`config.mk`:
```
export PLATFORM = sky130hd
export DESIGN_NAME = accum_decimator
export DESIGN_NICKNAME = d
export VERILOG_FILES = /design/src/rtl/accum_decimator.sv
export SDC_FILE = /design/constraint.sdc
export NUM_CORES = 1
export LEC_CHECK = 0
export CAP_MARGIN = 20
export CELL_PAD_IN_SITES_DETAIL_PLACEMENT = 1
export CELL_PAD_IN_SITES_GLOBAL_PLACEMENT = 1
export CORE_UTILIZATION = 43
export CTS_CLUSTER_DIAMETER = 150
export DETAILED_ROUTE_END_ITERATION = 7
export PLACE_DENSITY = 0.88
export RECOVER_POWER = 25
export SKIP_CTS_REPAIR_TIMING = 1
export SKIP_LAST_GASP = 1
export SLEW_MARGIN = 5
export SYNTH_ARGS = -nofsm -noshare
export SYNTH_HDL_FRONTEND = slang
export SYNTH_SLANG_ARGS = --single-unit
```
`constraint.sdc`:
```
create_clock -name clk -period 7.35 [get_ports clk]
set_clock_uncertainty 0.05 [all_clocks]
set_input_delay 1.1025 -clock clk [delete_from_list [all_inputs] [get_ports clk]]
set_output_delay 1.1025 -clock clk [all_outputs]
set_load 0.01 [all_outputs]
```
`src/rtl/accum_decimator.sv`:
```
// Integrate-and-dump decimator: sums N signed samples into a 2-entry output FIFO.
// Optional drop monitor (overflow, drop_count) built when ACCUM_DECIMATOR_DROP_MONITOR_EN is defined.
module accum_decimator #(
    parameter int DATA_WIDTH = 16,
    parameter int RATE_WIDTH = 16,
    localparam int OUT_WIDTH = DATA_WIDTH + RATE_WIDTH
) (
    input  logic                        clk,
    input  logic                        rst,
    input  logic signed [DATA_WIDTH-1:0] din,
    input  logic                        din_valid,
    input  logic        [RATE_WIDTH-1:0] rate,
    output logic signed [OUT_WIDTH-1:0]  dout,
    output logic                        dout_valid,
    input  logic                        dout_ready,
    output logic                        overflow,
    input  logic                        clear_overflow,
    output logic        [15:0]           drop_count
);

    logic        [RATE_WIDTH-1:0] cnt_q, cnt_d;
    logic        [RATE_WIDTH-1:0] n_q, n_d;
    logic        [RATE_WIDTH-1:0] n_cur;
    logic signed [OUT_WIDTH-1:0]  acc_q, acc_d;
    logic signed [OUT_WIDTH-1:0]  din_ext;
    logic signed [OUT_WIDTH-1:0]  result;
    logic                         last;
    logic                         push;
    logic                         pop;
    logic                         drop;
    logic signed [OUT_WIDTH-1:0]  mem0_q, mem0_d;
    logic signed [OUT_WIDTH-1:0]  mem1_q, mem1_d;
    logic        [1:0]            count_q, count_d;

    // The block length is taken from rate on the first sample, so the current block uses n_cur.
    always_comb begin
        din_ext = {{RATE_WIDTH{din[DATA_WIDTH-1]}}, din};
        if (cnt_q == '0) begin
            n_cur = (rate <= RATE_WIDTH'(1)) ? RATE_WIDTH'(1) : rate;
        end else begin
            n_cur = n_q;
        end
        last   = (cnt_q == (n_cur - RATE_WIDTH'(1)));
        result = (cnt_q == '0) ? din_ext : (acc_q + din_ext);
        push   = din_valid && last;

        cnt_d = cnt_q;
        n_d   = n_q;
        acc_d = acc_q;
        if (din_valid) begin
            n_d   = n_cur;
            acc_d = result;
            cnt_d = last ? '0 : (cnt_q + RATE_WIDTH'(1));
        end
    end

    // Pop first, then the push lands in the slot the remaining occupancy points at.
    always_comb begin
        pop     = (count_q != 2'd0) && dout_ready;
        drop    = push && !pop && (count_q == 2'd2);
        mem0_d  = mem0_q;
        mem1_d  = mem1_q;
        count_d = count_q;
        if (pop) begin
            mem0_d  = mem1_q;
            count_d = count_q - 2'd1;
        end
        if (push && !drop) begin
            if (count_d == 2'd0) begin
                mem0_d = result;
            end else begin
                mem1_d = result;
            end
            count_d = count_d + 2'd1;
        end
    end

    always_ff @(posedge clk) begin
        if (rst) begin
            cnt_q   <= '0;
            n_q     <= RATE_WIDTH'(1);
            acc_q   <= '0;
            mem0_q  <= '0;
            mem1_q  <= '0;
            count_q <= 2'd0;
        end else begin
            cnt_q   <= cnt_d;
            n_q     <= n_d;
            acc_q   <= acc_d;
            mem0_q  <= mem0_d;
            mem1_q  <= mem1_d;
            count_q <= count_d;
        end
    end

    assign dout       = mem0_q;
    assign dout_valid = (count_q != 2'd0);

`ifdef ACCUM_DECIMATOR_DROP_MONITOR_EN
    logic        overflow_q, overflow_d;
    logic [15:0] drop_count_q, drop_count_d;

    // A drop in the same cycle as a clear survives the clear.
    always_comb begin
        overflow_d   = overflow_q;
        drop_count_d = drop_count_q;
        if (clear_overflow) begin
            overflow_d   = drop;
            drop_count_d = drop ? 16'd1 : 16'd0;
        end else if (drop) begin
            overflow_d = 1'b1;
            if (drop_count_q != 16'hFFFF) begin
                drop_count_d = drop_count_q + 16'd1;
            end
        end
    end

    always_ff @(posedge clk) begin
        if (rst) begin
            overflow_q   <= 1'b0;
            drop_count_q <= 16'd0;
        end else begin
            overflow_q   <= overflow_d;
            drop_count_q <= drop_count_d;
        end
    end

    assign overflow   = overflow_q;
    assign drop_count = drop_count_q;
`else
    logic unused_monitor;
    assign unused_monitor = clear_overflow ^ drop;
    assign overflow       = 1'b0;
    assign drop_count     = 16'd0;
`endif

endmodule

```
==> flow_summary.ini <==
[power]
power_per_cell_area_nw_per_um2 = 220
vdd.ir_drop.worst_mv = 0.181
leakagePower_nw = 3.74

[yosys]
ys_seq_elements = 130
yosys.area.top_type = sky130_fd_sc_hd__dfxtp_1
synth-edff-count = 0
yosys_warnings = 0
synth_flop_cell = sky130_fd_sc_hd__dfxtp_1
synth_cell_types = 80
synth_sequential_area_ratio_pct = 30.5
syn_area_per_cell_sq_um = 8.13
leading_cell_type_by_number_of_instances_after_synthesis = sky130_fd_sc_hd__nor2_1
netlist_instances = 1051
postSynth.asyncResetShare_pct = 0
cell_area_after_synthesis_sq_um = 8540
synthTopCellsByCount = sky130_fd_sc_hd__nor2_1, sky130_fd_sc_hd__dfxtp_1, sky130_fd_sc_hd__a211oi_1
synth.top_cells.by_area = sky130_fd_sc_hd__dfxtp_1, sky130_fd_sc_hd__a211oi_1, sky130_fd_sc_hd__nor2_1
synth.top_cell.area_share_pct = 30.5

[clock_network]
cts-root-buf = sky130_fd_sc_hd__clkbuf_16
clkSlewWorstSetupHoldPaths_ns = 0.06
cts-buffers-inserted = 17
clock_latency_ns = 0.43
clock-sinks = 130
cts.htree.levels = 4
tritoncts = built
clock_path_buffers = 2

[worst_setup_path]
crit_chain = inv_1 -> ha_1 -> nor4b_1 -> and4_1 -> o311a_1 -> or2_2 -> ha_1 -> or4b_4 -> nor3_1 -> nand4_1 -> a22oi_1 -> nor2_1 -> or4_4 -> nor4b_4 -> buf_4 -> mux2_1 -> nor2_1
sort_of_element_at_the_start_of_the_critical_path = flip-flop
cpMaxStageDelayCell = sky130_fd_sc_hd__and4_1
worst_ep_required_time_ns = 7.66
data_arrival_time_of_the_critical_path_ns = 6.69
crit_path_max_incr_delay_ns = 0.84
critical_path.top_delay_family = simple AND/OR/NAND/NOR gates
maximum_fanout_along_the_worst_path = 31
worstPathBufferInverterCount = 2
cp-end-kind = flip-flop
path_class = reg2reg
regToRegSetupSlack_ns = 0.96

[detailed_routing]
vias_per_cell = 5.89
drtAntennaViolNets = 0
drt_drc_violations_left = 0
detailedRoute.firstPassIterationCount = 5
dr_total_vias = 8003
first_iter_violations = 528
drt-wirelength-per-cell_um = 19.1
routed_wl_um = 25900

[sta]
setup-violations-final = 0
crit_share_post_route_pct = 86.9
hold_viol_final = 0
post-route-min-period_ns = 6.39
timing.slew.headroom_pct = -7.73
worst-slew-pin-transition_ns = 1.62
post-route-worst-setup-slack_ns = 0.964
rsz_0062_raised_after_global_routing = false
setup_tns_ns = 0
final_max_slew_viol_count = 32
maxClockFrequency_mhz = 157

[final_layout]
drive_gt1_share_pct = 8.51
fillerInstances = 2354
insertedDiodeCount = 0
stdcell_area_sq_um = 9800
final_core_util_pct = 50.4
multi_input_comb_area_sq_um = 5350
finish.net_count = 1155
ff_latch_area_sq_um = 2600
area_growth_from_synthesis_to_layout_pct = 14.7

[outcome]
violated_checks = max-capacitance violations, max-slew violations
run_status = complete, but fails checks

[global_route]
antenna_found_initial = 0
grt_start_max_net_pins = 98
number_of_global_route_vias_before_repair = 8267
grt_overflow = 0
grt_overall_usage_pct = 26.3
grt_first_pass_wirelength_um = 42400

[die]
floorplan.initialDensity_pct = 43.9
core.rowCount = 51
die_y_um = 143
die_width_um = 143
full_die_area_sq_um = 20400
pin_count = 87
floorplan.core_area_sq_um = 19500

[run]
reported_max_cap_violation_count = 1

[placement]
dp_worst_setup_slack_ns = 1.17
detailed_place.area_sq_um = 9240
place.port_buffers = 68
gp_congestion = 0.842
hpwl_um = 17300

[hold_path]
hold_path_class = reg2reg
## cells by family after synthesis
group           share of synthesized area, %
flops                                   30.5
simple gates                            21.4
xor+xnor                                5.33
buf+inv                                 7.51
mux                                     6.93
compound gates                          22.6
fa+ha+maj                               5.65
other cells                           0.0439
## cell type report
class                   count  share of cell area (%)
multi-input cells         800                    54.6
well taps                 265                    3.38
clock inverters            14                    1.42
inverters                  55                    2.11
repair buffers             76                    7.44
flip-flops and latches    130                    26.6
clock buffers              18                    4.48
## flip-flops by register name, indices dropped and copies added (netlist names)
register and cells:
acc_q 32, mem1_q 32, n_q 16, cnt_q 16, dout 32, count_q 2
## power breakdown
group | internal (mW) | total, mW | switching (mW)
sequential | 0.733 | 0.757 | 0.0246
combinational | 0.199 | 0.550 | 0.351
clock | 0.505 | 0.845 | 0.340
## layer usage
metal	global-route usage, %	vias up	wire (um)
met2	45.2	190	12500
li1	-	3843	-
met5	0	-	0
met4	10.1	0	580
met1	33.0	3918	11800
met3	4.16	52	992
## tightest hold or removal path, cell delays in order (launching register included)
cell and delay (ns):
sky130_fd_sc_hd__dfxtp_1 0.31, sky130_fd_sc_hd__nor2_1 0.08, sky130_fd_sc_hd__a211oi_1 0.05
## worst paths after layout
| path | startpoint | endpoint | depth (start not counted) |
|---|---|---|---|
| max reg2reg | cnt_q[0] | mem1_q[18] | 17 |
| min | acc_q[4] | acc_q[4] | 2 |
| min reg2reg | acc_q[4] | acc_q[4] | 2 |
| max | cnt_q[0] | mem1_q[18] | 17 |
## stage by stage
| step | hold WS [ns] | instances | total power, mW |
|---|---|---|---|
| after floorplan | 0.394 | 1067 | 1.17 |
| after global placement | 0.418 | 1326 | 1.28 |
| after detailed placement | 0.434 | 1326 | 1.30 |
| after CTS | 0.444 | 1358 | 2.16 |
| after global routing | 0.461 | 1358 | 2.25 |
| final | 0.443 | 1358 | 2.15 |
## layout by cell type, fill, tap and decap left out, types with 34 or more instances in the layout
cell type                       count
sky130_fd_sc_hd__a211oi_1          82
sky130_fd_sc_hd__a21oi_1           62
sky130_fd_sc_hd__dfxtp_1          130
sky130_fd_sc_hd__dlygate4sd3_1     34
sky130_fd_sc_hd__ha_1              37
sky130_fd_sc_hd__inv_1             55
sky130_fd_sc_hd__nand2_1           50
sky130_fd_sc_hd__nand3_1           39
sky130_fd_sc_hd__nor2_1           152
sky130_fd_sc_hd__o21ai_0           36
Power figures use the tool's default switching activity.
